==> config.mk <==
export PLATFORM = sky130hd
export DESIGN_NAME = ex_div
export DESIGN_NICKNAME = d
export VERILOG_FILES = /design/src/rtl/ex_div_pkg.sv /design/src/rtl/ex_div.sv
export SDC_FILE = /design/constraint.sdc
export NUM_CORES = 1
export LEC_CHECK = 0
export ABC_AREA = 1
export CAP_MARGIN = 20
export CORE_MARGIN = 2
export CORE_UTILIZATION = 45
export DETAILED_ROUTE_END_ITERATION = 8
export MAX_ROUTING_LAYER = met4
export PLACE_DENSITY = 0.73
export REMOVE_ABC_BUFFERS = 1
export SETUP_SLACK_MARGIN = 0.2
export SLEW_MARGIN = 20
export SYNTH_ARGS = -nofsm -noshare
export SYNTH_HDL_FRONTEND = slang
export SYNTH_SLANG_ARGS = --single-unit
==> constraint.sdc <==
create_clock -name clk -period 2.8 [get_ports clk]
set_input_delay 0.56 -clock clk [delete_from_list [all_inputs] [get_ports clk]]
set_output_delay 0.56 -clock clk [all_outputs]
set_load 0.005 [all_outputs]
==> src/rtl/ex_div_pkg.sv <==
// Shared encodings and helpers for the execute-stage divider.
package ex_div_pkg;

  localparam int REG_BUS        = 32;
  localparam int DOUBLE_REG_BUS = 64;

  localparam logic DIV_RESULT_READY     = 1'b1;
  localparam logic DIV_RESULT_NOT_READY = 1'b0;
  localparam logic DIV_START            = 1'b1;
  localparam logic DIV_STOP             = 1'b0;

  typedef enum logic [1:0] {
    DIV_FREE   = 2'b00,
    DIV_BYZERO = 2'b01,
    DIV_ON     = 2'b10,
    DIV_END    = 2'b11
  } div_state_e;

  // Two's-complement magnitude; 0x80000000 maps onto itself and is read as unsigned.
  function automatic logic [REG_BUS-1:0] magnitude(input logic [REG_BUS-1:0] v,
                                                   input logic is_signed);
    return (is_signed && v[REG_BUS-1]) ? (~v + 32'd1) : v;
  endfunction

endpackage

==> src/rtl/ex_div.sv <==
// Multi-cycle restoring shift-subtract divider, one quotient bit per cycle,
// returning {remainder, quotient} for the HI/LO write path.
module ex_div
  import ex_div_pkg::*;
(
  input  logic        clk,
  input  logic        rst,
  input  logic        signed_div_i,
  input  logic [31:0] opdata1_i,
  input  logic [31:0] opdata2_i,
  input  logic        start_i,
  input  logic        annul_i,
  output logic [63:0] result_o,
  output logic        ready_o
);

  div_state_e  state;
  logic [5:0]  cnt;
  logic [31:0] rem_q;
  logic [31:0] quo_q;
  logic [31:0] divisor_q;
  logic        dividend_neg;
  logic        divisor_neg;
  logic        signed_q;

  logic [32:0] diff;
  logic [31:0] quo_final;
  logic [31:0] rem_final;

  assign diff      = {rem_q, quo_q[31]} - {1'b0, divisor_q};
  assign quo_final = (signed_q && (dividend_neg ^ divisor_neg)) ? (~quo_q + 32'd1) : quo_q;
  assign rem_final = (signed_q && dividend_neg) ? (~rem_q + 32'd1) : rem_q;

  always_ff @(posedge clk) begin
    if (rst) begin
      state        <= DIV_FREE;
      cnt          <= 6'd0;
      rem_q        <= 32'd0;
      quo_q        <= 32'd0;
      divisor_q    <= 32'd0;
      dividend_neg <= 1'b0;
      divisor_neg  <= 1'b0;
      signed_q     <= 1'b0;
      ready_o      <= DIV_RESULT_NOT_READY;
      result_o     <= 64'd0;
    end else begin
      case (state)
        DIV_FREE: begin
          ready_o  <= DIV_RESULT_NOT_READY;
          result_o <= 64'd0;
          if (start_i == DIV_START && !annul_i) begin
            if (opdata2_i == 32'd0) begin
              state <= DIV_BYZERO;
            end else begin
              state        <= DIV_ON;
              cnt          <= 6'd0;
              rem_q        <= 32'd0;
              quo_q        <= magnitude(opdata1_i, signed_div_i);
              divisor_q    <= magnitude(opdata2_i, signed_div_i);
              dividend_neg <= signed_div_i & opdata1_i[31];
              divisor_neg  <= signed_div_i & opdata2_i[31];
              signed_q     <= signed_div_i;
            end
          end
        end
        DIV_BYZERO: begin
          state    <= DIV_END;
          ready_o  <= DIV_RESULT_READY;
          result_o <= 64'd0;
        end
        DIV_ON: begin
          if (annul_i) begin
            state    <= DIV_FREE;
            cnt      <= 6'd0;
            ready_o  <= DIV_RESULT_NOT_READY;
            result_o <= 64'd0;
          end else if (cnt != 6'd32) begin
            // A non-negative trial difference means the divisor fits: keep it and shift in a 1.
            if (!diff[32]) begin
              rem_q <= diff[31:0];
              quo_q <= {quo_q[30:0], 1'b1};
            end else begin
              rem_q <= {rem_q[30:0], quo_q[31]};
              quo_q <= {quo_q[30:0], 1'b0};
            end
            cnt <= cnt + 6'd1;
          end else begin
            state    <= DIV_END;
            cnt      <= 6'd0;
            ready_o  <= DIV_RESULT_READY;
            result_o <= {rem_final, quo_final};
          end
        end
        DIV_END: begin
          if (start_i == DIV_STOP) begin
            state    <= DIV_FREE;
            ready_o  <= DIV_RESULT_NOT_READY;
            result_o <= 64'd0;
          end
        end
        default: state <= DIV_FREE;
      endcase
    end
  end

endmodule
==> impl_results.md <==
- Status: complete, no violations
- Clock Power Share: 23.1%
- Worst-Margin Slew: 0.633 ns
- Worst Hold Class: in2reg
- Synthesized area: 0.0134 mm^2
- Fillcell total: 3053
- DR DRC count: 0
- Startpoint Class: register
- Post-CTS Repair Setup Buffers: 0
- Total Power: 0.0108 W
- Ys flop type: dfxtp_1
- Die width: 177 um
- Final period utilization: 86.9%
- Comb power frac: 47.8%
- Worst Path Buf+Inv: 3
- Final Util: 53.7%
- Hpwl dp: 33300 um
- Port buffer count: 133
- Worst-path clk slew: 0.08 ns
- Final Hold Fails: 0
- Syn Area/Cell: 6.07 um^2
- NetSw: 0.00505 W
- GRT Overall Usage: 27.7%
- Die Y: 177 um
- CTS buffer count: 17
- Syn Inst Count: 2205
- Overall routed net length: 42300 um
- Number of synthesized flops with an enable pin: 0
- Non-Filler Instances: 2731
- Share of layout cells above drive strength 1: 8.71%
- RSZ-0062 raised after global routing: false
- Switching share of total power: 46.7%
- Crit end category: register
- Power Density: 682 mW/mm^2
- Via count: 14.5k
- # IOs: 134
- Post-DRT Antenna Nets: 0
- Int Pwr: 0.00575 W
- Worst Path Arrival: 2.82 ns
- Top cell type's share of synthesized area: 25.7%
- # rows: 63
- Top fanout value on the critical path: 15
- Most frequent CP cell: nand2_4
- Total core area: 0.0295 mm^2
- Max-cap violations: 0
- Synth cell types: 49
- Fin crit period: 2.43 ns
- Clock tree root driver cell: clkbuf_16
- DP Cell Count: 2699
- Leakage: 7.23 nW
- Clock Path Buffers: 2
- Slowest CP cell: fa_2
- CTS tree: done
- Sequential share of power: 29.1%
- First-pass iteration count of the detailed router: 6
- Post-synthesis register bit count: 172
- Yosys warns: 0
- Layout Nets: 2440
- Largest cells by area after synthesis: dfxtp_1, nand2_1, inv_1, a21oi_1, nand3_1
- Largest stage delay, worst path: 0.37 ns
- Commonest non-fill, non-tap cell in the layout: nand2_1
- H-tree depth: 4
- Via-to-Cell Ratio: 5.29
- Max-slew violations: 0
- Clk Latency, worst-skew pair: 0.46 ns
- First-pass GRT wire length: 67400 um
- Initial Util: 45.4%
- Routed wire per std cell: 15.5 um
- # setup viols final: 0
- Critical path class: reg2reg
- Ordered list of cells on the worst path: inv_2 > ha_1 > fa_2 > inv_2 > nand2_1 > nand2_1 > nand3_1 > nand2_2 > nand2_2 > nand2_4 > nand2_4 > nand2_4 > nand2_4 > buf_4 > nand3_1 > nand3_2 > a21oi_2
- Post-synth ARST share: 0%
- Register area share after synthesis: 25.7%
- Worst endpoint required time: 3.19 ns
- CTS Sinks: 172
- Hold Slack: 0.323 ns
- Max_slew headroom: 57.4%
- Number of global-route vias before repair: 13.1k
- Area leader, netlist: dfxtp_1
- Die area: 0.0312 mm^2
- VDD IR max: 0.000479 V
- Worst Skew: 0.0130 ns
- Syn-to-layout area delta: 18.3%
- Ant diodes: 0
- Highest Clock Rate: 411 MHz
- Gpl congestion: 0.994
- Initial antenna violation count: 0
- Largest net degree at the start of global routing: 84
- # hold bufs at CTS: 0
- Gr ovfl total: 0
- CP delay by family, top: simple AND/OR/NAND/NOR gates
- DRT iter0 DRCs: 1213
- Most frequent cells in the layout: nand2_1, inv_1, a21oi_1
## power by group through the flow
| stage | registers (W) | clock network (W) | logic (W) |
|---|---|---|---|
| after detailed placement | 0.00318 | 0 | 0.00503 |
| after global routing | 0.00318 | 0.00260 | 0.00575 |
| after floorplan | 0.00309 | 0 | 0.00342 |
| final | 0.00315 | 0.00249 | 0.00517 |
| after CTS | 0.00313 | 0.00252 | 0.00507 |
| after global placement | 0.00317 | 0 | 0.00497 |
## synth_stat cells, drive strengths merged, types with 5 or more instances
| master | n |
|---|---|
| nand2 | 687 |
| inv | 310 |
| a21oi | 218 |
| nand3 | 212 |
| nor2 | 180 |
| dfxtp | 172 |
| o21ai | 118 |
| xor2 | 51 |
| ha | 42 |
| buf | 39 |
| clkbuf | 37 |
| nor3 | 37 |
| nand3b | 20 |
| nand4 | 19 |
| xnor2 | 14 |
| o211ai | 9 |
| or2 | 6 |
| o21bai | 5 |
## path summary, 6_finish.rpt
kind	to	slack [ns]	startpoint	cells past startpoint
max	rem_q[7]	0.37	quo_q[31]	17
max reg2reg	rem_q[7]	0.37	quo_q[31]	17
min reg2reg	result_o[1]	0.46	result_o[1]	2
min	result_o[0]	0.32	rst	2
## repair_timing
action,4_1_cts,5_1_grt
gates resized for setup,0,8
endpoints found under the setup margin,0,33
hold endpoints to repair,0,0
## worst register-to-register path, stage by stage (launching register included)
cell     delay [ns]
dfxtp_2        0.35
inv_2          0.07
ha_1           0.23
fa_2           0.37
inv_2          0.08
nand2_1        0.05
nand2_1        0.07
nand3_1        0.10
nand2_2        0.10
nand2_2        0.07
nand2_4        0.07
nand2_4        0.08
nand2_4        0.11
nand2_4        0.08
buf_4          0.21
nand3_1        0.12
nand3_2        0.09
a21oi_2        0.11
## stage by stage
stage	setup TNS (ns)	setup slack, ns	instance area [um^2]
3_5_place_dp	0	0.0822	15200
4_1_cts	0	0.213	15800
2_1_floorplan	-114.64	-1.65	12900
6_report	0	0.366	15800
3_3_place_gp	0	0.160	15200
5_1_grt	0	0.208	15800
## kinds of logic after synthesis
kind of cell    synth area share [%]
simple gates                    39.1
xor+xnor                        4.25
buf+inv                         12.1
fa+ha+maj                       4.07
flops                           25.7
compound gates                  14.8
## registers in the layout (all words and copies together) (netlist names)
name / cells
ready_o: 1
rem_q: 32
divisor_q: 32
signed_q: 1
divisor_neg: 1
result_o: 64
quo_q: 32
state: 2
cnt: 6
dividend_neg: 1
## layout make-up
cell class	count	area (um^2)	area share, %
Tap cell	390	488	3.08
Sequential cell	172	3450	21.8
Timing Repair Buffer	180	1760	11.1
Clock buffer	17	425	2.68
Multi-Input combinational cell	1645	8370	52.8
Clock inverter	15	183	1.15
Inverter	312	1170	7.39
## layer usage
layer	part of all wire, %	wire (um)	track usage, %	up-vias
li1	-	-	-	7304
met1	49	20500	38.9	6662
met2	43	18400	41.9	444
met3	6.3	2650	3.94	47
met4	1.7	735	6.78	0
met5	0	0	-	-
Note: power is estimated with default switching activity, not from simulation.
